$ cat src/rtl/score_keeper_pkg.sv
// score_keeper_pkg: shared state encoding, widths and the double-dabble step for the score display path
package score_keeper_pkg;
    typedef enum logic [1:0] {S_IDLE = 2'b00, S_PLAY = 2'b01, S_DONE = 2'b10} state_t;
    localparam int SCORE_W = 8;
    localparam int BCD_W = 12;
    localparam int BCD_ITER = 8;
    localparam int SH_W = BCD_W + SCORE_W;
    function automatic logic [SH_W-1:0] dd_step(input logic [SH_W-1:0] sh);
        logic [SH_W-1:0] t;
        t = sh;
        for (int d = 0; d < BCD_W / 4; d++)
            if (t[SCORE_W+4*d +: 4] >= 4'd5) t[SCORE_W+4*d +: 4] = t[SCORE_W+4*d +: 4] + 4'd3;
        return {t[SH_W-2:0], 1'b0};
    endfunction
endpackage

$ cat src/rtl/score_keeper_if.sv
// score_keeper_if: game events from the whack FSM in, score and display digits out
interface score_keeper_if;
    import score_keeper_pkg::*;
    logic start;
    logic hit;
    logic miss;
    logic game_over;
    logic [SCORE_W-1:0] score;
    logic [3:0] tens;
    logic [3:0] ones;
    logic bcd_valid;
    logic [SCORE_W-1:0] high_score;
    logic new_high;
    state_t state;
    modport master (
        output start, hit, miss, game_over,
        input score, tens, ones, bcd_valid, high_score, new_high, state
    );
    modport slave (
        input start, hit, miss, game_over,
        output score, tens, ones, bcd_valid, high_score, new_high, state
    );
endinterface

$ cat src/rtl/score_keeper_bin2bcd_seq.sv
// bin2bcd_seq: sequential double-dabble, one iteration per clock; a load while busy restarts
module bin2bcd_seq
    import score_keeper_pkg::*;
(
    input  logic               Clock,
    input  logic               Resetn,
    input  logic               load,
    input  logic [SCORE_W-1:0] bin,
    output logic               busy,
    output logic               done,
    output logic [BCD_W-1:0]   bcd
);
    logic [SH_W-1:0] sh;
    logic [SH_W-1:0] sh_nx;
    logic [$clog2(BCD_ITER)-1:0] cnt;
    assign sh_nx = dd_step(sh);
    // done marks the edge that performs the last iteration; bcd is that iteration's result
    assign done = busy && cnt == ($clog2(BCD_ITER))'(BCD_ITER - 1);
    assign bcd = sh_nx[SH_W-1:SCORE_W];
    always_ff @(posedge Clock or negedge Resetn) begin
        if (!Resetn) begin
            sh <= '0;
            cnt <= '0;
            busy <= 1'b0;
        end else if (load) begin
            sh <= {{BCD_W{1'b0}}, bin};
            cnt <= '0;
            busy <= 1'b1;
        end else if (busy) begin
            sh <= sh_nx;
            cnt <= cnt + 1'b1;
            busy <= !done;
        end
    end
endmodule

$ cat src/rtl/score_keeper.sv
// score_keeper: game FSM, saturating score, session high score and BCD digits for the HEX display
module score_keeper
    import score_keeper_pkg::*;
#(
    parameter int MAX_SCORE = 99,
    parameter int HIT_POINTS = 1,
    parameter int MISS_PENALTY = 1
) (
    input logic           Clock,
    input logic           Resetn,
    score_keeper_if.slave sk
);
    state_t state_q;
    state_t state_nx;
    logic [SCORE_W-1:0] score_q;
    logic [SCORE_W-1:0] score_nx;
    logic [SCORE_W-1:0] high_q;
    logic [SCORE_W:0] sum;
    logic [3:0] tens_q;
    logic [3:0] ones_q;
    logic new_high_q;
    logic settle_q;
    logic bcd_valid_q;
    logic in_play;
    logic enter_play;
    logic load;
    logic busy;
    logic done;
    logic [BCD_W-1:0] bcd;
    logic beat_high;
    always_comb begin
        in_play = state_q == S_PLAY;
        enter_play = sk.start && (state_q == S_IDLE || state_q == S_DONE);
        state_nx = state_q;
        if (enter_play) state_nx = S_PLAY;
        else if (in_play && sk.game_over) state_nx = S_DONE;
    end
    always_comb begin
        sum = {1'b0, score_q} + (SCORE_W+1)'(HIT_POINTS);
        score_nx = enter_play ? '0
                 : (!in_play || sk.hit == sk.miss) ? score_q
                 : sk.hit ? (sum > (SCORE_W+1)'(MAX_SCORE) ? SCORE_W'(MAX_SCORE) : sum[SCORE_W-1:0])
                 : (score_q < SCORE_W'(MISS_PENALTY) ? '0 : score_q - SCORE_W'(MISS_PENALTY));
        load = score_nx != score_q;
        beat_high = settle_q && score_q > high_q;
    end
    bin2bcd_seq u_bcd (
        .Clock  (Clock),
        .Resetn (Resetn),
        .load   (load),
        .bin    (score_nx),
        .busy   (busy),
        .done   (done),
        .bcd    (bcd)
    );
    always_ff @(posedge Clock or negedge Resetn) begin
        if (!Resetn) begin
            state_q <= S_IDLE;
            score_q <= '0;
            high_q <= '0;
            new_high_q <= 1'b0;
            settle_q <= 1'b0;
            bcd_valid_q <= 1'b1;
            tens_q <= '0;
            ones_q <= '0;
        end else begin
            state_q <= state_nx;
            score_q <= score_nx;
            settle_q <= in_play && sk.game_over;
            if (beat_high) high_q <= score_q;
            new_high_q <= enter_play ? 1'b0 : beat_high ? 1'b1 : new_high_q;
            // a fresh load supersedes a conversion finishing on the same edge
            bcd_valid_q <= load ? 1'b0 : done ? 1'b1 : bcd_valid_q;
            if (done && !load) {tens_q, ones_q} <= |bcd[BCD_W-1:8] ? 8'h99 : bcd[7:0];
        end
    end
    assign sk.score = score_q;
    assign sk.tens = tens_q;
    assign sk.ones = ones_q;
    assign sk.bcd_valid = bcd_valid_q && !busy;
    assign sk.high_score = high_q;
    assign sk.new_high = new_high_q;
    assign sk.state = state_q;
endmodule

$ cat src/flat_wrapper.sv
// flat-port wrapper written by rule: the top's interface ports become plain ports
module score_keeper_flat import score_keeper_pkg::*;
#(
    parameter int MAX_SCORE = 99,
    parameter int HIT_POINTS = 1,
    parameter int MISS_PENALTY = 1
)
  (Clock, Resetn, sk_start, sk_hit, sk_miss, sk_game_over, sk_score, sk_tens, sk_ones, sk_bcd_valid, sk_high_score, sk_new_high, sk_state);
  score_keeper_if sk_i ();
  input logic Clock;
  input logic Resetn;
  input wire logic [$bits(sk_i.start)-1:0] sk_start;
  input wire logic [$bits(sk_i.hit)-1:0] sk_hit;
  input wire logic [$bits(sk_i.miss)-1:0] sk_miss;
  input wire logic [$bits(sk_i.game_over)-1:0] sk_game_over;
  output wire logic [$bits(sk_i.score)-1:0] sk_score;
  output wire logic [$bits(sk_i.tens)-1:0] sk_tens;
  output wire logic [$bits(sk_i.ones)-1:0] sk_ones;
  output wire logic [$bits(sk_i.bcd_valid)-1:0] sk_bcd_valid;
  output wire logic [$bits(sk_i.high_score)-1:0] sk_high_score;
  output wire logic [$bits(sk_i.new_high)-1:0] sk_new_high;
  output wire logic [$bits(sk_i.state)-1:0] sk_state;
  assign sk_i.start = sk_start;
  assign sk_i.hit = sk_hit;
  assign sk_i.miss = sk_miss;
  assign sk_i.game_over = sk_game_over;
  assign sk_score = sk_i.score;
  assign sk_tens = sk_i.tens;
  assign sk_ones = sk_i.ones;
  assign sk_bcd_valid = sk_i.bcd_valid;
  assign sk_high_score = sk_i.high_score;
  assign sk_new_high = sk_i.new_high;
  assign sk_state = sk_i.state;
  score_keeper #(.MAX_SCORE(MAX_SCORE), .HIT_POINTS(HIT_POINTS), .MISS_PENALTY(MISS_PENALTY)) u_core (.Clock(Clock), .Resetn(Resetn), .sk(sk_i));
endmodule
$ cat config.mk
export PLATFORM = sky130hd
export DESIGN_NAME = score_keeper_flat
export DESIGN_NICKNAME = d
export VERILOG_FILES = /design/src/rtl/score_keeper_pkg.sv /design/src/rtl/score_keeper_if.sv /design/src/rtl/score_keeper_bin2bcd_seq.sv /design/src/rtl/score_keeper.sv /design/src/flat_wrapper.sv
export SDC_FILE = /design/constraint.sdc
export NUM_CORES = 1
export LEC_CHECK = 0
export ABC_AREA = 1
export CAP_MARGIN = 20
export CORE_ASPECT_RATIO = 0.9
export CORE_MARGIN = 5
export CORE_UTILIZATION = 35
export DETAILED_ROUTE_END_ITERATION = 10
export SYNTH_ARGS = -nofsm -noshare
export SYNTH_HDL_FRONTEND = slang
export SYNTH_SLANG_ARGS = --single-unit
export TNS_END_PERCENT = 30
$ cat constraint.sdc
create_clock -name Clock -period 2.32 [get_ports Clock]
set_clock_uncertainty 0.05 [all_clocks]
set_input_delay 0.232 -clock Clock [delete_from_list [all_inputs] [get_ports Clock]]
set_output_delay 0.232 -clock Clock [all_outputs]
set_load 0.02 [all_outputs]
### Word-level counts from Yosys, hierarchy flattened

Index checks and enable logic that the tools add are counted.

| word-level totals | value |
|---|---|
| flip-flop bits (word level) | 53 |
| input bits | 6 |
| output and inout bits | 28 |
| logic and storage cells | 67 |

| cells by class | value |
|---|---|
| add/subtract/negate cells | 6 |
| order comparisons | 6 |
| equality and inequality tests | 5 |
| multiplexer cells | 21 |
| reductions and logical operators | 18 |

Operators with widths:

| kind | count |
|---|---|
| 8-bit two-way mux | 6 |
| 20-bit two-way mux | 2 |
| 4-bit by 3-bit greater-or-equal comparator with 1-bit output (second input constant) | 3 |
| 8-bit by 1-bit adder with 9-bit output (second input constant) | 1 |
| 9-bit by 7-bit greater-than comparator with 1-bit output (second input constant) | 1 |
| 3-bit two-way mux | 3 |
| 4-bit by 2-bit adder with 4-bit output (second input constant) | 2 |
| 8-bit greater-than comparator | 1 |
| 8-bit by 1-bit less-than comparator with 1-bit output (second input constant) | 1 |
| 4-bit two-way mux | 2 |
| 8-bit inequality test | 1 |
| 2-bit nonzero test | 4 |
| 8-bit by 1-bit subtractor with 8-bit output (second input constant) | 1 |
| 1-bit logical AND | 6 |
| 1-bit two-way mux | 6 |
| 1-bit zero test | 4 |
| 2-bit two-way mux | 2 |
| 4-bit OR reduction | 1 |
| 3-bit by 1-bit adder with 3-bit output (second input constant) | 1 |
| 3-bit by 2-bit adder with 3-bit output (second input constant) | 1 |
| 3-bit equality test (second input constant) | 1 |
| 2-bit by 1-bit equality test with 1-bit output (second input constant) | 1 |
| 2-bit equality test (second input constant) | 1 |
| 2-bit zero test | 1 |
| 2 further kinds | 3 |

### Longest topological paths before layout

| depth | value |
|---|---|
| word-level depth | 9 |
| gate-level depth with buffers | 20 |
| mapped depth without buffers | 19 |

### By module

Synthesis repeated with hierarchy kept, for this count alone.

| second synthesis, totals | value |
|---|---|
| cell total of the unflattened synthesis | 450 |
| area total of the unflattened synthesis | 3512.1 um2 |

By module, submodules not included:

| module | instances | cells each | area each (um2) | seq. area each (um2) |
|---|---|---|---|---|
| score_keeper | 1 | 280 | 2092.0 | 726.9 |
| bin2bcd_seq | 1 | 170 | 1420.1 | 600.6 |

### Worst setup path after synthesis

OpenSTA, ideal clock, no wires.

| timing path | value |
|---|---|
| path type | register to register |
| start | register u_core.score_q[1] (netlist: u_core.sk.score[1]) |
| end | register u_core.ones_q[3] (netlist: u_core.sk.ones[3]) |
| setup time | 119 ps |
| arrival | 2495 ps |
| data required time | 2151 ps |
| setup slack | -344 ps |
| stages on the path, launching flop included | 18 |
| path buffers | 1 |
| period minus slack after synthesis | 2664 ps |
| path through | dfrtp_1 > inv_1 > ha_1 > nand3b_1 > nand2_1 > nor2_1 > nand2_1 > nand2_2 > nand3_1 > nand2_1 > nand2_1 > nand2_1 > nand2_1 > nor3_4 > nand3_2 > buf_6 > nand2_1 > o21ai_2 |

| between the ends | value |
|---|---|
| longest elaborated chain between the ends | 9 |
| elaborated cells between the ends (all ways) | 12 |
| classes of those cells | add/sub: 2; order compare: 2; eq/ne: 1; mux: 5; reduce/logical: 2 |

Ends and longest elaborated chain:

| item | line | text |
|---|---|---|
| from (decl) | score_keeper.sv:15 | `logic [SCORE_W-1:0] score_q;` |
| from (signal assigned) | score_keeper.sv:68 | `score_q <= score_nx;` |
| 8-bit by 1-bit adder with 9-bit output | score_keeper.sv:39 | `sum = {1'b0, score_q} + (SCORE_W+1)'(HIT_POINTS);` |
| 9-bit by 7-bit greater-than comparator with 1-bit output | score_keeper.sv:42 | `: sk.hit ? (sum > (SCORE_W+1)'(MAX_SCORE) ? SCORE_W'(MAX_SCORE) : sum[SCORE_W-1:0])` |
| 8-bit two-way mux (2 in a row) | score_keeper.sv:42 |  |
| 8-bit two-way mux | score_keeper.sv:41 | `: (!in_play \|\| sk.hit == sk.miss) ? score_q` |
| 8-bit two-way mux | score_keeper.sv:40 | `score_nx = enter_play ? '0` |
| 8-bit inequality test (*) | score_keeper.sv:44 | `load = score_nx != score_q;` |
| 1-bit zero test (*) | score_keeper.sv:74 | `if (done && !load) {tens_q, ones_q} <= \|bcd[BCD_W-1:8] ? 8'h99 : bcd[7:0];` |
| 1-bit logical AND (*) | score_keeper.sv:74 |  |
| to (signal assigned) | score_keeper.sv:74 |  |
| to (decl) | score_keeper.sv:20 | `logic [3:0] ones_q;` |

Every way passes the cells marked *; elsewhere a longest branch is shown, timed or not.
A chain may end at the register's enable or synchronous reset.

### Worst setup path after layout

| timing path | value |
|---|---|
| start | register u_core.score_q[1] (netlist: u_core.sk.score[1]) |
| end | register u_core.tens_q[2] (netlist: u_core.sk.tens[2]) |

| between the ends | value |
|---|---|
| longest elaborated chain between the ends | 9 |
| elaborated cells between the ends (all ways) | 12 |
| classes of those cells | add/sub: 2; order compare: 2; eq/ne: 1; mux: 5; reduce/logical: 2 |

Ends and longest elaborated chain:

| item | line | text |
|---|---|---|
| 8-bit by 1-bit adder with 9-bit output | score_keeper.sv:39 |  |
| 9-bit by 7-bit greater-than comparator with 1-bit output | score_keeper.sv:42 |  |
| 8-bit two-way mux (2 in a row) | score_keeper.sv:42 |  |
| 8-bit two-way mux | score_keeper.sv:41 |  |
| 8-bit two-way mux | score_keeper.sv:40 |  |
| 8-bit inequality test (*) | score_keeper.sv:44 |  |
| 1-bit zero test (*) | score_keeper.sv:74 |  |
| 1-bit logical AND (*) | score_keeper.sv:74 |  |
| to (signal assigned) | score_keeper.sv:74 |  |
| to (decl) | score_keeper.sv:19 | `logic [3:0] tens_q;` |

Marks and branches as above.

==> reports/results.ini <==
[status]
status = finished with violations
violations = setup timing

[power]
sequentialPowerShare = 0.242
clkPwrFrac = 0.108
switchingPower_mw = 2.55
p_comb_frac = 0.650
irDropWorstVdd_v = 0.000456
swShare = 0.435
cellLeakagePower_nw = 2.33
p_per_area_nw_per_um2 = 1190
p_total_mw = 5.87
internal_power_mw = 3.32

[grt]
antenna_found_initial = 0
grt_pass1_vias = 3187
grt_pass1_wl_um = 15200
grt_max_degree = 35
grt.overflow.total = 0
grt_use_total = 0.158

[route]
detail-route-antenna-nets = 0
drc = 0
dr.pass1.iters = 4
drt-initial-drc-count = 194
vias = 3372
wl_um = 9160
drt-wirelength-per-cell_um = 13.3
vias_per_cell = 4.91

[synth]
ys_warn_count = 0
ys_top_cells_by_area = dfrtp_1, nand2_1, ha_1
synth_area_um2 = 3360
synth_edf_count = 0
ys_seq_elements = 53
syn_avg_cell_area_um2 = 7.41
yosysTopAreaCell = dfrtp_1
ys_seq_area_frac = 0.395
synthTopCellsByCount = nand2_1, dfrtp_1, inv_1
synth_top_cell_area_share = 0.387
synthCells = 454
synth.most_common_cell = nand2_1
syn_nets = 479
async_reset_ff_frac = 1.00
synthFlopType = dfrtp_1
ys_types = 32

[die]
rows = 34
ios = 34
dieArea_um2 = 11700
die-width_um = 113
core-area_um2 = 9530
start_util = 0.353
die_height_um = 103

[final_layout]
fillers = 916
area_growth_pct = 46.9
fin_cells = 687
num_antenna_cells = 0
drive_above_1_share = 0.326
nNetsFinal = 585

[clocking]
cts_max_level = 2
clock_path_buffers = 2
clk_latency_ns = 0.31
numCtsBuffers = 5
clockRootBuffer = clkbuf_8
clock_sinks = 53
clkTransAtPathRegs_ns = 0.10
cts_tree = yes

[sta]
worst_pin_slew_ns = 0.808
drv_slew = 0
hold_viol = 0
rsz0062_at_grt = yes
setup_violations = 33
fmax_mhz = 385
timing.final.crit_share = 1.12
layout_setup_ws_ns = -0.277
max_slew_margin = 0.461
finalCriticalPeriod_ns = 2.60

[job]
maxCapViolCount = 0

[worst_setup_path]
cp-end-kind = register
start_kind = register
worst_path_most_repeated_cell = nand2_1
path_buf_inv = 3
crit_fanout = 8
slowest_stage = dfrtp_2
critPathKind = reg -> reg
crit_required_ns = 2.49
cpLargestDelayFamily = simple AND/OR/NAND/NOR gates
slowest_delay_ns = 0.48
worstPathArrival_ns = 2.76
worstPathCellList = ha_4 > nand2_4 > clkinv_4 > nand2_4 > nand2_2 > o21ai_4 > buf_6 > nand3_1 > nand2_1 > nand3_1 > nand2_1 > nand2_1 > nor2_4 > nand3_4 > buf_12 > nand2_2 > o21ai_2

[place]
hpwl_um = 6490
dp_cells = 659
io_buffers = 33
gp_congestion = 0.913

[hold_path]
hp-class = reg -> reg

[layer usage]
| metal | vias to the layer above | routed length (µm) | GRT usage |
|---|---|---|---|
| met5 | - | 0 | 0 |
| met2 | 73 | 4330 | 0.265 |
| met3 | 6 | 378 | 0.0205 |
| met1 | 1600 | 4380 | 0.222 |
| met4 | 0 | 72 | 0.0323 |
| li1 | 1693 | - | - |
[kinds of logic (layout without fill, tap and decap cells)]
kind of cell | after synthesis | count (layout) | synth area share
xor+xnor | 7 | 7 | 0.0182
compound gates | 72 | 72 | 0.127
flops | 53 | 53 | 0.395
buf+inv | 65 | 172 | 0.0767
fa+ha+maj | 19 | 19 | 0.0707
simple gates | 238 | 238 | 0.313
[worst min-delay path: stages, from the launching register on]
cell	delay, ns
dfstp_2	0.37
inv_1	0.07
a21oi_2	0.05
[cell type report]
cell class / count / area, µm² / share of cell area
well taps: 126 / 158 / 0.0319
clock buffers: 6 / 72.6 / 0.0147
inverters: 53 / 214 / 0.0433
repair buffers: 111 / 1050 / 0.212
multi-input cells: 336 / 2070 / 0.420
flip-flops and latches: 53 / 1340 / 0.270
clock inverters: 2 / 38.8 / 0.00785
[path summary, 6_finish.rpt]
path	from	endpoint	slack, ns	cells past startpoint
worst min-delay path	u_core.bcd_valid_q	u_core.bcd_valid_q	0.44	2
worst min register to register	u_core.bcd_valid_q	u_core.bcd_valid_q	0.44	2
max in group asynchronous	Resetn	u_core.sk.score[6]	1.00	3
worst max-delay path	u_core.sk.score[1]	u_core.sk.tens[2]	-0.28	17
min in group asynchronous	Resetn	u_core.sk.high_score[1]	0.49	2
worst max register to register	u_core.sk.score[1]	u_core.sk.tens[2]	-0.28	17
[timing repair]
action,4_1_cts,5_1_grt
gates cloned,2,2
resized for setup,35,50
setup endpoints to repair,33,34
pin swaps,14,10
hold buffers,1,0
hold endpoints to repair,31,0
buffers inserted,10,5
[registers in the layout (all words and copies together), names as in the netlist]
name / count
u_core.sk.high_score: 8
u_core.bcd_valid_q: 1
u_core.u_bcd.cnt: 3
u_core.u_bcd.sh: 20
u_core.u_bcd.busy: 1
u_core.sk.tens: 4
u_core.sk.ones: 4
u_core.settle_q: 1
u_core.sk.state: 2
u_core.sk.new_high: 1
u_core.sk.score: 8
[cell usage in the layout (no fill, tap or decap), types with 4 or more instances in the layout]
| master | count |
|---|---|
| nand2_4 | 9 |
| nand3b_1 | 8 |
| nor2_2 | 13 |
| clkbuf_8 | 5 |
| buf_6 | 7 |
| nor2_4 | 5 |
| nand3_1 | 21 |
| inv_1 | 44 |
| dfrtp_1 | 46 |
| o21ai_0 | 29 |
| nand4_1 | 12 |
| nand2_2 | 24 |
| o21ai_2 | 8 |
| nand2_1 | 108 |
| nor2_1 | 21 |
| xor2_1 | 6 |
| buf_4 | 63 |
| clkdlybuf4s50_1 | 32 |
| a21oi_2 | 4 |
| ha_1 | 16 |
| nand3_2 | 11 |
| a21oi_1 | 23 |
| dfrtp_2 | 6 |
[power groups by stage]
stage	clock network (mW)	logic, mW	registers (mW)
floorplan	0	1.59	1.56
global placement	0	3.07	1.41
detailed placement	0	3.10	1.42
CTS	0.653	3.42	1.41
global route	0.691	4.17	1.46
finish	0.634	3.82	1.42
[per-stage QoR]
stage	utilization	TNS (ns)	hold WS [ns]	area, µm²	worst slack (ns)
2_1_floorplan	-	-2.19	-0.114	3430	-0.155
3_3_place_gp	0.452	-3.81	0.326	4310	-0.189
3_5_place_dp	0.452	-5.72	0.319	4310	-0.251
4_1_cts	0.491	-3.27	0.444	4680	-0.165
5_1_grt	0.518	-11.50	0.464	4940	-0.420
6_report	0.518	-6.52	0.443	4940	-0.277
No activity file was read; power rests on OpenSTA's default activity.
